**config.mk**
```make
export PLATFORM = sky130hd
export DESIGN_NAME = proc_sequencer
export DESIGN_NICKNAME = d
export VERILOG_FILES = /design/src/rtl/proc_pkg.sv /design/src/rtl/btn_edge_sync.sv /design/src/rtl/proc_sequencer.sv
export SDC_FILE = /design/constraint.sdc
export NUM_CORES = 1
export LEC_CHECK = 0
export ABC_AREA = 0
export BUFFER_PORTS_ARGS = -buffer_cell sky130_fd_sc_hd__buf_2
export CAP_MARGIN = 20
export CORE_ASPECT_RATIO = 0.75
export CORE_MARGIN = 1.5
export CORE_UTILIZATION = 40
export CTS_CLUSTER_DIAMETER = 120
export DETAILED_ROUTE_END_ITERATION = 10
export PLACE_DENSITY_LB_ADDON = 0.12
export SLEW_MARGIN = 20
export SYNTH_ARGS = -nofsm -noshare
export SYNTH_HDL_FRONTEND = slang
export SYNTH_SLANG_ARGS = --single-unit
export TNS_END_PERCENT = 50
```
**constraint.sdc**
```tcl
create_clock -name clk -period 2.1 [get_ports clk]
set_input_delay 0.42 -clock clk [delete_from_list [all_inputs] [get_ports clk]]
set_output_delay 0.42 -clock clk [all_outputs]
set_load 0.005 [all_outputs]
```
**src/rtl/proc_pkg.sv**
```systemverilog
// Shared opcode/state encodings and decode helpers for the 24-bit processor control path.
package proc_pkg;

   typedef enum logic [3:0] {
      OP_MULT  = 4'h0,
      OP_MULTI = 4'h1,
      OP_DIV   = 4'h3,
      OP_ADD   = 4'h4,
      OP_LDR   = 4'h5,
      OP_STR   = 4'h6,
      OP_BCND  = 4'h8,
      OP_ADDI  = 4'hF
   } opcode_t;

   typedef enum logic [3:0] {
      ST_IDLE      = 4'd0,
      ST_FETCH     = 4'd1,
      ST_DECODE    = 4'd2,
      ST_EXEC      = 4'd3,
      ST_MEM       = 4'd4,
      ST_DIV_WAIT  = 4'd5,
      ST_WB        = 4'd6,
      ST_HALT      = 4'd7,
      ST_STEP_WAIT = 4'd8
   } state_t;

   // Bit n set when opcode n takes its second operand from the immediate field.
   localparam logic [15:0] IMM_OPS = 16'h806A;

   function automatic logic is_legal(input logic [3:0] op);
      case (op)
         OP_MULT, OP_MULTI, OP_DIV, OP_ADD,
         OP_LDR, OP_STR, OP_BCND, OP_ADDI: return 1'b1;
         default:                          return 1'b0;
      endcase
   endfunction

endpackage

```
**src/rtl/btn_edge_sync.sv**
```systemverilog
// Two-flop synchroniser plus rising-edge detector for a raw push-button.
// pulse is registered: high for one cycle, three clocks after the button rises.
module btn_edge_sync (
   input  logic clk,
   input  logic rst,
   input  logic btn,
   output logic pulse
);
   // sync[1:0] is the synchroniser, sync[2] the previous synchronised value.
   logic [2:0] sync;

   always_ff @(posedge clk or negedge rst) begin
      if (!rst) begin
         sync  <= '0;
         pulse <= 1'b0;
      end else begin
         sync  <= {sync[1:0], btn};
         pulse <= sync[1] & ~sync[2];
      end
   end

endmodule

```
**src/rtl/proc_sequencer.sv**
```systemverilog
// Multi-cycle sequencer: owns pc/ir and steps each instruction through FETCH..WB with registered strobes.
// Define SEQ_STEP_EN to park in STEP_WAIT after every instruction until a btn[1] edge.
module proc_sequencer
   import proc_pkg::*;
#(
   parameter logic [15:0] LAST_PC     = 16'hFFFF,
   parameter int          DIV_TIMEOUT = 64
) (
   input  logic        clk,
   input  logic        rst,
   input  logic [3:0]  btn,
   input  logic [23:0] inst,
   input  logic        br_taken,
   input  logic        div_done,
   output logic [15:0] pc,
   output logic [23:0] ir,
   output logic [3:0]  alu_op,
   output logic        imm_sel,
   output logic        div_start,
   output logic        rf_we,
   output logic        mem_re,
   output logic        mem_we,
   output logic        data_en,
   output logic        busy,
   output logic        halted,
   output logic        fault
);
   localparam int DCW = $clog2(DIV_TIMEOUT + 1);

   state_t         state;
   state_t         state_nxt;
   logic [3:0]     op;
   logic [15:0]    pc_nxt;
   logic [DCW-1:0] div_cnt;
   logic           run_pulse;
   logic           complete;
   logic           fault_set;

   assign op      = ir[23:20];
   assign alu_op  = op;
   assign imm_sel = IMM_OPS[op];

   btn_edge_sync u_run_sync (
      .clk   (clk),
      .rst   (rst),
      .btn   (btn[0]),
      .pulse (run_pulse)
   );

`ifdef SEQ_STEP_EN
   logic step_pulse;
   logic unused_btn;

   btn_edge_sync u_step_sync (
      .clk   (clk),
      .rst   (rst),
      .btn   (btn[1]),
      .pulse (step_pulse)
   );
   assign unused_btn = ^btn[3:2];
`else
   logic unused_btn;
   assign unused_btn = ^btn[3:1];
`endif

   always_comb begin
      state_nxt = state;
      pc_nxt    = pc;
      complete  = 1'b0;
      fault_set = 1'b0;
      case (state)
         ST_IDLE:   if (run_pulse) state_nxt = ST_FETCH;
         ST_FETCH:  state_nxt = ST_DECODE;
         ST_DECODE: begin
            if (!is_legal(op)) begin
               fault_set = 1'b1;
               state_nxt = ST_HALT;
            end else if (op == OP_DIV) begin
               state_nxt = ST_DIV_WAIT;
            end else begin
               state_nxt = ST_EXEC;
            end
         end
         ST_EXEC: begin
            if (op == OP_BCND)                     complete  = 1'b1;
            else if (op == OP_LDR || op == OP_STR) state_nxt = ST_MEM;
            else                                   state_nxt = ST_WB;
         end
         ST_MEM: begin
            if (op == OP_STR) complete  = 1'b1;
            else              state_nxt = ST_WB;
         end
         ST_DIV_WAIT: begin
            // A completion arriving on the final allowed cycle still wins over the timeout.
            if (div_done) begin
               state_nxt = ST_WB;
            end else if (div_cnt == DCW'(DIV_TIMEOUT - 1)) begin
               fault_set = 1'b1;
               state_nxt = ST_HALT;
            end
         end
         ST_WB:   complete  = 1'b1;
         ST_HALT: state_nxt = ST_HALT;
`ifdef SEQ_STEP_EN
         ST_STEP_WAIT: if (step_pulse) state_nxt = ST_FETCH;
`endif
         default: state_nxt = ST_HALT;
      endcase

      if (complete) begin
         if (pc == LAST_PC) begin
            state_nxt = ST_HALT;
         end else begin
            // Only BCND completes out of EXEC, so br_taken is never looked at elsewhere.
            pc_nxt = (op == OP_BCND && br_taken) ? {8'h00, ir[7:0]} : pc + 16'd1;
`ifdef SEQ_STEP_EN
            state_nxt = ST_STEP_WAIT;
`else
            state_nxt = ST_FETCH;
`endif
         end
      end
   end

   // Strobes are registered from the next state so each one lines up with the state it belongs to.
   always_ff @(posedge clk or negedge rst) begin
      if (!rst) begin
         state     <= ST_IDLE;
         pc        <= '0;
         ir        <= '0;
         div_cnt   <= '0;
         fault     <= 1'b0;
         div_start <= 1'b0;
         rf_we     <= 1'b0;
         mem_re    <= 1'b0;
         mem_we    <= 1'b0;
         data_en   <= 1'b0;
         busy      <= 1'b0;
         halted    <= 1'b0;
      end else begin
         state     <= state_nxt;
         pc        <= pc_nxt;
         if (state == ST_FETCH) ir <= inst;
         div_cnt   <= (state == ST_DIV_WAIT) ? div_cnt + DCW'(1) : '0;
         fault     <= fault | fault_set;
         div_start <= (state == ST_DECODE) && (state_nxt == ST_DIV_WAIT);
         rf_we     <= (state_nxt == ST_WB);
         mem_re    <= (state_nxt == ST_MEM) && (op == OP_LDR);
         mem_we    <= (state_nxt == ST_MEM) && (op == OP_STR);
         data_en   <= (state_nxt == ST_MEM) && (op == OP_STR);
         busy      <= !(state_nxt inside {ST_IDLE, ST_HALT, ST_STEP_WAIT});
         halted    <= (state_nxt == ST_HALT);
      end
   end

endmodule

```
==> results.md <==
- Result of the run: complete, but fails checks
- Failing checks: setup timing
- Filler instances: 688
- CTS tree: yes
- Finished Cell Area: 0.00423 mm²
- Placed Area: 0.00384 mm²
- Post-synth EDFFs: 0
- Clock Sinks: 62
- Startpoint types: flip-flop
- Die Span Y: 80.1 µm
- DRC errors left: 0
- Share of layout cells above drive strength 1: 46.6%
- Via density: 5.25
- Post-synth top area cell: dfrtp_1
- Hold/Removal Path Class: in2async
- Clk slew on worst S/H paths: 0.07 ns
- Placer Congestion: 0.844
- Die width: 106 µm
- Family with the most delay on the worst path: flip-flops
- Vias: 2,695
- Slowest library cell on the worst path: dfrtp_1
- Initial Util: 42.2%
- Yosys cell types: 59
- Synth Flop Type: dfrtp_1
- PortBufs: 81
- Final worst slack: -0.0238 ns
- Crit path kind: reg2out
- CP most frequent cell: buf_6
- Area Overhead vs Synth: 33.4%
- R2R cell count: 8
- FF-to-FF setup slack: 0.01 ns
- Maximum number of pins on one net before global-route repair: 63
- List of most frequent post-synthesis cells: dfrtp_1 (62), nor2_1 (27), mux2_2 (24), nand2_1 (17), nand3_1 (12)
- Worst-margin pin slew: 0.498 ns
- RSZ-0062 raised after global routing: yes
- Final Hold Vio Count: 0
- Post-Syn Nets: 337
- Worst hold slack: 0.0762 ns
- Antenna-violating nets left: 0
- Reg2reg end: busy
- Setup TNS: -0.0238 ns
- Final period util: 101%
- Post-synthesis sequential area ratio: 49.0%
- # rows: 27
- CTS Hold Bufs: 0
- Clock Root Buffer: clkbuf_8
- Required time of the worst setup path: 1.68 ns
- Total GRT Usage: 19.2%
- Diodes inserted: 0
- Worst path cell trace: buf_6, ha_4, buf_6, mux2_4, a22o_1, buf_2
- Maximum vdd ir drop: 0.000531 V
- Mapped Area: 0.00317 mm²
- Max-slew headroom: 66.7%
- Area contributors post-synth: dfrtp_1 (49%), mux2_2 (8.5%), nor2_1 (3.2%), ha_1 (3.2%), o31ai_1 (2.1%)
- Power per cell area: 1140 mW/mm²
- IO Pins: 85
- CP endpoint: imm_sel
- Most common cell in the netlist: dfrtp_1
- Synth top area share: 49.0%
- DIE AREA: 0.00847 mm²
- # H-tree levels: 3
- TritonCTS Buffers: 9
- Crit path from: ir[20]
- Max clock buf depth: 2
- First-pass detailed-route iteration total: 4
- Syn Inst Count: 297
- Setup Slack @ Placement: -0.0219 ns
- WP buf/inv: 3
- Yosys warning count: 0
- Share of flip-flops with an asynchronous set or reset: 100%
- Routed WL: 7.88 mm
- Synth Register Bits: 62
- Antenna violations before repair: 0
- Fmax achieved: 471 MHz
- Syn_area_per_cell: 10.7 µm²
- Tmin final: 2.12 ns
- Clk_lat worst skew: 0.35 ns
- Setup-failing EPs final: 1
- Worst stage delay on the critical path: 0.42 ns
- R2r startpoint: ir[20]
- CP Max Fanout: 3
- Total power: 4.80 mW
- MaxCap Viol Count: 0
- Clock Skews: 0.00868 ns
- Pins Over Slew Limit: 0
- Initial drt markers: 134
- Post-layout nets: 447
- Drt wl/cell: 15.4 µm
- Hpwl dp: 5.21 mm
- Leakage Power: 1.91 nW
- Worst setup EP type: primary output
- Total gr overflow: 0
- Vias in the first global route: 2,579
- Core area: 0.00750 mm²
- Crit path arrival time: 1.70 ns
- Worst path depth: 6
- First-pass GRT wire length: 12.6 mm
==> layout by cell type (no fill, tap or decap), drive strengths merged, types with 2 or more instances in the layout <==
| master | n |
|---|---|
| and2 | 2 |
| or2 | 3 |
| clkinvlp | 3 |
| o21bai | 2 |
| or3 | 2 |
| a211oi | 3 |
| a41o | 2 |
| nand4 | 2 |
| buf | 120 |
| o21ai | 11 |
| nor3 | 11 |
| nand3b | 4 |
| nor2 | 27 |
| a21oi | 7 |
| o31ai | 9 |
| ha | 8 |
| a211o | 2 |
| nand2b | 3 |
| a2bb2oi | 4 |
| or4 | 2 |
| o41ai | 3 |
| nand3 | 12 |
| xor2 | 2 |
| a311oi | 2 |
| o221ai | 3 |
| nand2 | 17 |
| xnor2 | 2 |
| a31oi | 4 |
| mux2 | 24 |
| a22o | 2 |
| nor4 | 5 |
| and3 | 4 |
| clkinv | 3 |
| inv | 12 |
| clkbuf | 10 |
| dfrtp | 62 |
==> state kept, by name, indices dropped and copies added (netlist names) <==
| signal | flops |
|---|---|
| ir | 24 |
| pc | 16 |
| div_cnt | 7 |
| state | 4 |
| u_run_sync.sync | 3 |
| busy | 1 |
| data_en | 1 |
| div_start | 1 |
| fault | 1 |
| halted | 1 |
| mem_re | 1 |
| rf_we | 1 |
| u_run_sync.pulse | 1 |
==> logic make-up (layout without fill, tap and decap cells) <==
logic type	Yosys count	after routing	share of synthesized area, %
AOI/OAI and AO/OA	63	63	14.9
other	1	1	0.118
and+or+nand+nor	99	100	16.9
buffers and inverters	34	148	5.21
DFF	62	62	49.0
xor gates and xnor gates	4	4	1.11
muxes	26	26	9.56
adders and majority gates	8	8	3.16
==> final cells by class <==
type,count,area [µm²],share of cell area (%)
multi-input combinational,202,1600,37.9
sequential,62,1550,36.8
timing repair buffer,121,729,17.3
tap,101,126,2.99
clock buffer,9,124,2.93
clock inverter,7,50.0,1.18
inverter,11,41.3,0.977
==> layer usage <==
| metal | share of wire (%) | global-route usage [%] | vias to the layer above |
|---|---|---|---|
| li1 | - | - | 1312 |
| met1 | 49 | 26.3 | 1297 |
| met2 | 44 | 28.5 | 82 |
| met3 | 6.0 | 5.44 | 4 |
| met4 | 0.70 | 8.11 | 0 |
| met5 | 0 | 0 | - |
==> metrics by stage <==
stage	utilization [%]	cells
floorplan	-	297
global placement	51.3	490
detailed placement	51.3	490
CTS	54.3	508
global route	56.4	513
finish	56.4	513
==> worst min path at each step <==
stage                                    end  depth (start not counted)
final                                 ir[16]                          2
after global routing                  ir[19]                          2
after CTS                             ir[14]                          2
after detailed placement  u_run_sync.sync[1]                          0
after global placement    u_run_sync.sync[1]                          0
after floorplan                         busy                          0
==> report_power, final <==
group	leakage (nW)	switching (mW)	internal (mW)
Combinational	1.07	0.957	1.10
Sequential	0.758	0.283	1.52
Clock	0.0816	0.514	0.429
==> worst reg2reg max path, delay by kind of cell, from the launching register on <==
kind / cells / cell delay [ns]
buffers and inverters: 3 / 0.28
muxes: 2 / 0.81
AOI/OAI and AO/OA: 2 / 0.37
DFF: 1 / 0.40
adders and majority gates: 1 / 0.12
==> what timing repair did <==
action | CTS | global route
gates cloned | 0 | 2
setup buffers | 2 | 3
resized for setup | 10 | 26
endpoints found under the setup margin | 5 | 23
pin swaps | 0 | 6
Note: power is estimated with default switching activity, not from simulation.
